**config.mk**
```make
export PLATFORM = sky130hd
export DESIGN_NAME = tlb_mmu
export DESIGN_NICKNAME = d
export VERILOG_FILES = /design/src/rtl/tlb_mmu.sv
export SDC_FILE = /design/constraint.sdc
export NUM_CORES = 2
export LEC_CHECK = 0
export BUFFER_PORTS_ARGS = -buffer_cell sky130_fd_sc_hd__buf_2
export CORE_ASPECT_RATIO = 1.25
export CORE_MARGIN = 8
export CORE_UTILIZATION = 45
export DETAILED_ROUTE_END_ITERATION = 8
export PLACE_DENSITY_LB_ADDON = 0.08
export SLEW_MARGIN = 20
export SYNTH_ARGS = -nofsm -noshare
export SYNTH_HDL_FRONTEND = slang
export SYNTH_SLANG_ARGS = --single-unit
```
**constraint.sdc**
```tcl
create_clock -name clk -period 13.6 [get_ports clk]
set_input_delay 1.36 -clock clk [delete_from_list [all_inputs] [get_ports clk]]
set_output_delay 1.36 -clock clk [all_outputs]
set_load 0.02 [all_outputs]
```
**src/rtl/tlb_mmu.sv**
```systemverilog
// tlb_mmu: joint TLB with CP0 tlbp/tlbr/tlbwi/tlbwr support and 1-cycle inst/data translation.
// Build option: define TLB_RESET_CLEAR_EN to clear every entry on reset.
module tlb_mmu #(
  parameter int TLB_LINE_NUM = 16
) (
  input  logic        clk,
  input  logic        rst,
  input  logic        stallF,
  input  logic        stallM,
  input  logic [31:0] inst_vaddr,
  input  logic [31:0] data_vaddr,
  input  logic        data_store,
  output logic [31:0] inst_paddr,
  output logic [31:0] data_paddr,
  output logic        inst_tlb_refill,
  output logic        inst_tlb_invalid,
  output logic        data_tlb_refill,
  output logic        data_tlb_invalid,
  output logic        data_tlb_modify,
  input  logic [3:0]  tlb_typeE,
  input  logic [31:0] entry_hi_W,
  input  logic [31:0] page_mask_W,
  input  logic [31:0] entry_lo0_W,
  input  logic [31:0] entry_lo1_W,
  input  logic [31:0] index_W,
  input  logic [31:0] random_o,
  output logic [31:0] entry_hi_in,
  output logic [31:0] page_mask_in,
  output logic [31:0] entry_lo0_in,
  output logic [31:0] entry_lo1_in,
  output logic [31:0] index_in
);
  localparam int IW = $clog2(TLB_LINE_NUM);

  typedef struct packed {
    logic [18:0] vpn2;
    logic [7:0]  asid;
    logic [11:0] mask;
    logic        g;
    logic [19:0] pfn0;
    logic [2:0]  c0;
    logic        d0;
    logic        v0;
    logic [19:0] pfn1;
    logic [2:0]  c1;
    logic        d1;
    logic        v1;
  } tlb_entry_t;

  typedef struct packed {
    logic [31:0] pa;
    logic        refill;
    logic        invalid;
    logic        modify;
  } xlat_t;

  function automatic logic entry_match(input tlb_entry_t e, input logic [18:0] vpn2,
                                       input logic [7:0] asid);
    logic [18:0] keep;
    keep = ~{7'b0, e.mask};
    return ((vpn2 & keep) == (e.vpn2 & keep)) && (e.g || (e.asid == asid));
  endfunction

  function automatic xlat_t translate(input tlb_entry_t e, input logic hit,
                                      input logic [31:0] va, input logic is_store);
    xlat_t       r;
    logic        big;
    logic        odd;
    logic        v;
    logic        d;
    logic [19:0] pfn;
    r   = '0;
    big = (e.mask == 12'h003);
    odd = big ? va[14] : va[12];
    pfn = odd ? e.pfn1 : e.pfn0;
    v   = odd ? e.v1 : e.v0;
    d   = odd ? e.d1 : e.d0;
    if (va[31:30] == 2'b10) r.pa = {3'b000, va[28:0]};
    else if (!hit)          r.refill = 1'b1;
    else if (!v)            r.invalid = 1'b1;
    else if (is_store && !d) r.modify = 1'b1;
    else begin
      r.pa = {pfn, va[11:0]};
      // 16KB pages take two more offset bits from the VA.
      if (big) r.pa[13:12] = va[13:12];
    end
    return r;
  endfunction

  tlb_entry_t     tlb_q [TLB_LINE_NUM];
  logic [7:0]     asid;
  logic           inst_hit, data_hit, probe_hit;
  logic [IW-1:0]  inst_idx, data_idx, probe_idx;

  assign asid = entry_hi_W[7:0];

  // NOTE: every always_comb output gets a default first so no path can infer a latch.
  always_comb begin
    inst_hit  = 1'b0;
    data_hit  = 1'b0;
    probe_hit = 1'b0;
    inst_idx  = '0;
    data_idx  = '0;
    probe_idx = '0;
    // Downward scan: the lowest matching index is the last one written.
    for (int i = TLB_LINE_NUM - 1; i >= 0; i--) begin
      if (entry_match(tlb_q[i], inst_vaddr[31:13], asid)) begin
        inst_hit = 1'b1;
        inst_idx = IW'(i);
      end
      if (entry_match(tlb_q[i], data_vaddr[31:13], asid)) begin
        data_hit = 1'b1;
        data_idx = IW'(i);
      end
      if (entry_match(tlb_q[i], entry_hi_W[31:13], asid)) begin
        probe_hit = 1'b1;
        probe_idx = IW'(i);
      end
    end
  end

  xlat_t inst_res_d, inst_res_q, data_res_d, data_res_q;

  assign inst_res_d = stallF ? inst_res_q
                             : translate(tlb_q[inst_idx], inst_hit, inst_vaddr, 1'b0);
  assign data_res_d = translate(tlb_q[data_idx], data_hit, data_vaddr, data_store);

  // NOTE: registers use non-blocking assignments so every flop samples pre-edge values.
  always_ff @(posedge clk) begin
    if (rst) begin
      inst_res_q <= '0;
      data_res_q <= '0;
    end else begin
      inst_res_q <= inst_res_d;
      data_res_q <= data_res_d;
    end
  end

  assign inst_paddr       = inst_res_q.pa;
  assign inst_tlb_refill  = inst_res_q.refill;
  assign inst_tlb_invalid = inst_res_q.invalid;
  assign data_paddr       = data_res_q.pa;
  assign data_tlb_refill  = data_res_q.refill;
  assign data_tlb_invalid = data_res_q.invalid;
  assign data_tlb_modify  = data_res_q.modify;

  // tlbwr wins over tlbwi when both are (illegally) requested.
  logic          wr_en;
  logic [IW-1:0] wr_idx;
  logic [11:0]   wr_mask;
  tlb_entry_t    wr_entry;

  assign wr_en   = ~stallM & (tlb_typeE[3] | tlb_typeE[2]);
  assign wr_idx  = tlb_typeE[3] ? random_o[IW-1:0] : index_W[IW-1:0];
  assign wr_mask = page_mask_W[24:13];

  always_comb begin
    wr_entry      = '0;
    wr_entry.vpn2 = entry_hi_W[31:13] & ~{7'b0, wr_mask};
    wr_entry.asid = entry_hi_W[7:0];
    wr_entry.mask = wr_mask;
    wr_entry.g    = entry_lo0_W[0] & entry_lo1_W[0];
    wr_entry.pfn0 = entry_lo0_W[25:6];
    wr_entry.c0   = entry_lo0_W[5:3];
    wr_entry.d0   = entry_lo0_W[2];
    wr_entry.v0   = entry_lo0_W[1];
    wr_entry.pfn1 = entry_lo1_W[25:6];
    wr_entry.c1   = entry_lo1_W[5:3];
    wr_entry.d1   = entry_lo1_W[2];
    wr_entry.v1   = entry_lo1_W[1];
  end

  // NOTE: the entry array is a memory and is only reset when the clear option is built in;
  // without it, software initialises the TLB and a reset merely drops an in-flight write.
  always_ff @(posedge clk) begin
`ifdef TLB_RESET_CLEAR_EN
    if (rst) begin
      for (int i = 0; i < TLB_LINE_NUM; i++) tlb_q[i] <= '0;
    end else if (wr_en) begin
      tlb_q[wr_idx] <= wr_entry;
    end
`else
    if (!rst && wr_en) tlb_q[wr_idx] <= wr_entry;
`endif
  end

  tlb_entry_t rd;
  assign rd           = tlb_q[index_W[IW-1:0]];
  assign entry_hi_in  = {rd.vpn2, 5'b0, rd.asid};
  assign page_mask_in = {7'b0, rd.mask, 13'b0};
  assign entry_lo0_in = {6'b0, rd.pfn0, rd.c0, rd.d0, rd.v0, rd.g};
  assign entry_lo1_in = {6'b0, rd.pfn1, rd.c1, rd.d1, rd.v1, rd.g};
  assign index_in     = {~probe_hit, {(31 - IW){1'b0}}, probe_idx};

  logic unused_bits;
  assign unused_bits = ^{entry_hi_W[12:8], page_mask_W[31:25], page_mask_W[12:0],
                         entry_lo0_W[31:26], entry_lo1_W[31:26], index_W[31:IW],
                         random_o[31:IW], tlb_typeE[1:0]};
endmodule

```
==> impl_metrics.py <==
metrics = {
    "logic_synthesis": {
        "yosys.area.top_type": "edfxtp_1",
        "synth_edf_count": 1440,
        "ys_warn_count": 0,
        "synth-seq-cells": 1509,
        "synth_area_per_cell_sq_um": 13.9,
        "synthTopCellsByArea": "edfxtp_1 50%, mux4_2 13%, xnor2_1 8.1%",
        "synth-simple-area-share_pct": 6.68,
        "synth-adder-area-share_pct": 0,
        "synthMuxAreaShare_pct": 19.9,
        "synth_top_family_by_area": "multiplexers",
        "postSynthCellCount": 6186,
        "synth_compound_area_share_pct": 7.75,
        "ys_seq_area_share_pct": 52.1,
        "synthXorXnorAreaFrac_pct": 10.3,
        "synth_cell_types": 91,
        "syn_area_sq_um": 85700,
        "yosys_most_used_dff": "edfxtp_1",
        "synthTopCellsByCount": "1440 x edfxtp_1, 792 x xnor2_1, 505 x mux4_2",
        "yosys.area.top_type_share_pct": 50.5,
        "yosysMostFrequentCell": "edfxtp_1",
        "async_reset_ff_share_pct": 0,
    },
    "clock_tree": {
        "clock_latency_ns": 0.85,
        "cts_sinks": 1509,
        "post_cts_resized": 0,
        "htree_levels": 4,
        "clk_pin_slew_ns": 0.06,
        "postCtsHoldBufs": 0,
        "cts.path.max_buffers": 3,
        "post_cts.repair.setup_buffers": 0,
        "root_buffer": "clkbuf_16",
        "cts_buffers": 164,
        "cts_tree": "yes",
    },
    "worst_hold_path": {
        "hold_path.class": "flip-flop to flip-flop",
    },
    "drt": {
        "route.detailed.drc": 0,
        "finalWirelength_microns": 371000,
        "wl_per_cell_microns": 40.8,
        "first_pass_iters": 8,
        "ant_nets": 0,
        "vias": 60904,
        "viasPerCell": 6.70,
        "initialDrtViolationCount": 6684,
    },
    "global_routing": {
        "grt_pass1_vias": 60232,
        "top_usage_layer": "met2",
        "grtUsageTotal_pct": 35.2,
        "groute.layer.met1.usage_pct": 43.0,
        "grt_max_degree": 144,
        "grtUsageMet3_pct": 7.33,
        "overflow": 0,
        "antenna_found_initial": 41,
        "met2_usage_pct": 56.9,
        "grt_pass1_wl_microns": 503000,
    },
    "pwr": {
        "p_comb_share_pct": 10.0,
        "finalPower_w": 0.0108,
        "p_sw_share_pct": 25.4,
        "p_leak_nw": 30.7,
        "pwr-share-clk_pct": 41.8,
        "p_per_area_nw_per_um2": 113,
        "internal_power_w": 0.00804,
        "power_switching_w": 0.00274,
        "ir_drop_mv": 0.104,
        "seq_power_share_pct": 48.2,
    },
    "timing": {
        "drv_slew": 0,
        "fmax_mhz": 125,
        "rsz0062_at_grt": "no",
        "fin_crit_sh_pct": 58.6,
        "hold_viol": 0,
        "setup_tns_ns": 0,
        "setup_viol": 0,
        "worst_pin_slew_ns": 1.28,
        "finClkSkew_ns": 0.0452,
        "period_needed_ns": 7.97,
        "relSlewSlack_pct": 14.0,
    },
    "worst_setup_path": {
        "arrival_ns": 8.60,
        "crit_fanout": 38,
        "crit_type": "input pin to flip-flop",
        "slowest_stage": "buf_2",
        "crit_chain": "buf_2 -> xnor2_1 -> o22ai_1 -> nor4_1 -> nand4_1 -> nand2_1 -> a31oi_4 -> buf_4 -> o311ai_0 -> or4_1 -> nand3_2 -> nand2_2 -> buf_4 -> mux2_2 -> a31oi_2 -> a2111oi_0",
        "r2r-end": "data_paddr[13]",
        "endpoint_kind": "flip-flop",
        "r2r_start": "tlb_q[13][85]",
        "cp_data_required_time_ns": 14.23,
        "cp-startpoint": "data_vaddr[22]",
        "crit_path_end": "data_paddr[13]",
        "crit_path_max_incr_delay_ns": 0.89,
        "r2r_slack_ns": 6.40,
        "rr_worst_depth": 15,
        "crit_top_cell": "buf_4",
        "start_kind": "input pin",
    },
    "finish": {
        "areaGrowthSynthToFinish_pct": 11.4,
        "drive_above_1_share_pct": 22.6,
        "design_area_sq_um": 95500,
        "nets": 6667,
    },
    "status": {
        "status": "finished clean",
    },
    "die": {
        "fp.dieW_microns": 406,
        "row_count": 179,
        "pin_count": 494,
        "die_area_sq_um": 205000,
        "die_h_microns": 504,
        "start_util_pct": 45.2,
        "core-area_sq_um": 190000,
    },
    "placement": {
        "place_area_sq_um": 90000,
        "finalWeightedCongestion": 1.07,
        "dp_hpwl_microns": 240000,
        "numPortBuffers": 334,
    },
    "flow_run": {
        "drv_cap": 0,
    },
}
==> cell type report <==
cell class	count	area, sq um
Fill cell	16257	94200
Timing Repair Buffer	508	3260
Multi-Input combinational cell	4191	38900
Clock inverter	89	1020
Tap cell	2534	3170
Sequential cell	1509	44600
Inverter	28	105
Clock buffer	207	4320
Antenna cell	24	60.1
==> power by group through the flow <==
stage	Sequential, W	Clock, W	Combinational [W]
final	0.00520	0.00451	0.00108
after floorplan	0.00528	0	0.000627
after global placement	0.00529	0	0.00106
after CTS	0.00519	0.00457	0.00106
after detailed placement	0.00529	0	0.00106
after global routing	0.00520	0.00472	0.00111
==> stage by stage <==
| stage | setup slack [ns] | utilization, % | instances | hold WS (ns) |
|---|---|---|---|---|
| 2_1_floorplan | 6.06 | - | 6249 | 0.547 |
| 3_5_place_dp | 4.93 | 47.4 | 8767 | 0.464 |
| 4_1_cts | 5.78 | 50.3 | 9063 | 0.476 |
| 6_report | 5.63 | 50.3 | 9090 | 0.473 |
| 5_1_grt | 5.56 | 50.3 | 9072 | 0.489 |
| 3_3_place_gp | 5.04 | 47.4 | 8766 | 0.457 |
==> critical path: cells and delay by family <==
kind                   cells  cell delay (ns)
multiplexers               1             0.44
AND/OR/NAND/NOR            6             2.61
AO/OA/AOI/OAI              5             2.05
XOR/XNOR                   1             0.23
buffers and inverters      3             1.81
==> state kept, by name (all words and copies together), names as in the netlist <==
| signal | flops |
|---|---|
| data_tlb_modify | 1 |
| inst_tlb_refill | 1 |
| data_paddr | 32 |
| inst_tlb_invalid | 1 |
| data_tlb_refill | 1 |
| tlb_q | 1440 |
| inst_paddr | 32 |
| data_tlb_invalid | 1 |
==> metal layers <==
metal	wire [microns]	vias up
li1	-	24768
met1	137000	31669
met2	176000	3434
met3	29600	1023
met4	28300	10
met5	82	-
==> placed cells by master (no fill, tap or decap), types with 28 or more instances in the layout <==
| master | Yosys | routed |
|---|---|---|
| edfxtp_1 | 1440 | 1440 |
| xnor2_1 | 792 | 792 |
| mux4_2 | 505 | 505 |
| mux2i_1 | 360 | 360 |
| buf_2 | 96 | 330 |
| o22ai_1 | 264 | 264 |
| a21oi_1 | 228 | 228 |
| xor2_1 | 216 | 216 |
| nor2_1 | 231 | 211 |
| nand2_1 | 179 | 178 |
| a211oi_1 | 173 | 173 |
| clkbuf_16 | 0 | 165 |
| buf_4 | 143 | 153 |
| mux2_2 | 141 | 141 |
| nand3_1 | 141 | 139 |
| nor4_1 | 134 | 126 |
| nor2b_1 | 117 | 105 |
| o21ai_0 | 96 | 96 |
| nand4_1 | 74 | 74 |
| dfxtp_1 | 69 | 69 |
| conb_1 | 1 | 64 |
| nor3_1 | 62 | 62 |
| nor3b_1 | 39 | 39 |
| mux2_1 | 39 | 39 |
| clkbuf_1 | 207 | 39 |
| a22o_1 | 33 | 33 |
| inv_1 | 28 | 28 |
==> cell families after synthesis <==
kind of cell           count (synthesis)
buffers and inverters                549
multiplexers                        1047
other                                  1
XOR/XNOR                            1008
AO/OA/AOI/OAI                        990
flip-flops                          1509
AND/OR/NAND/NOR                     1082
==> how the worst min path moves through the flow <==
stage / from / to / slack, ns / depth (start not counted)
finish: inst_paddr[8] / inst_paddr[8] / 0.47 / 1
global route: inst_paddr[7] / inst_paddr[7] / 0.49 / 1
CTS: inst_paddr[19] / inst_paddr[19] / 0.48 / 2
detailed placement: inst_paddr[8] / inst_paddr[8] / 0.46 / 1
global placement: inst_paddr[10] / inst_paddr[10] / 0.46 / 1
floorplan: inst_paddr[14] / inst_paddr[14] / 0.55 / 2
Note: power is estimated with default switching activity, not from simulation.
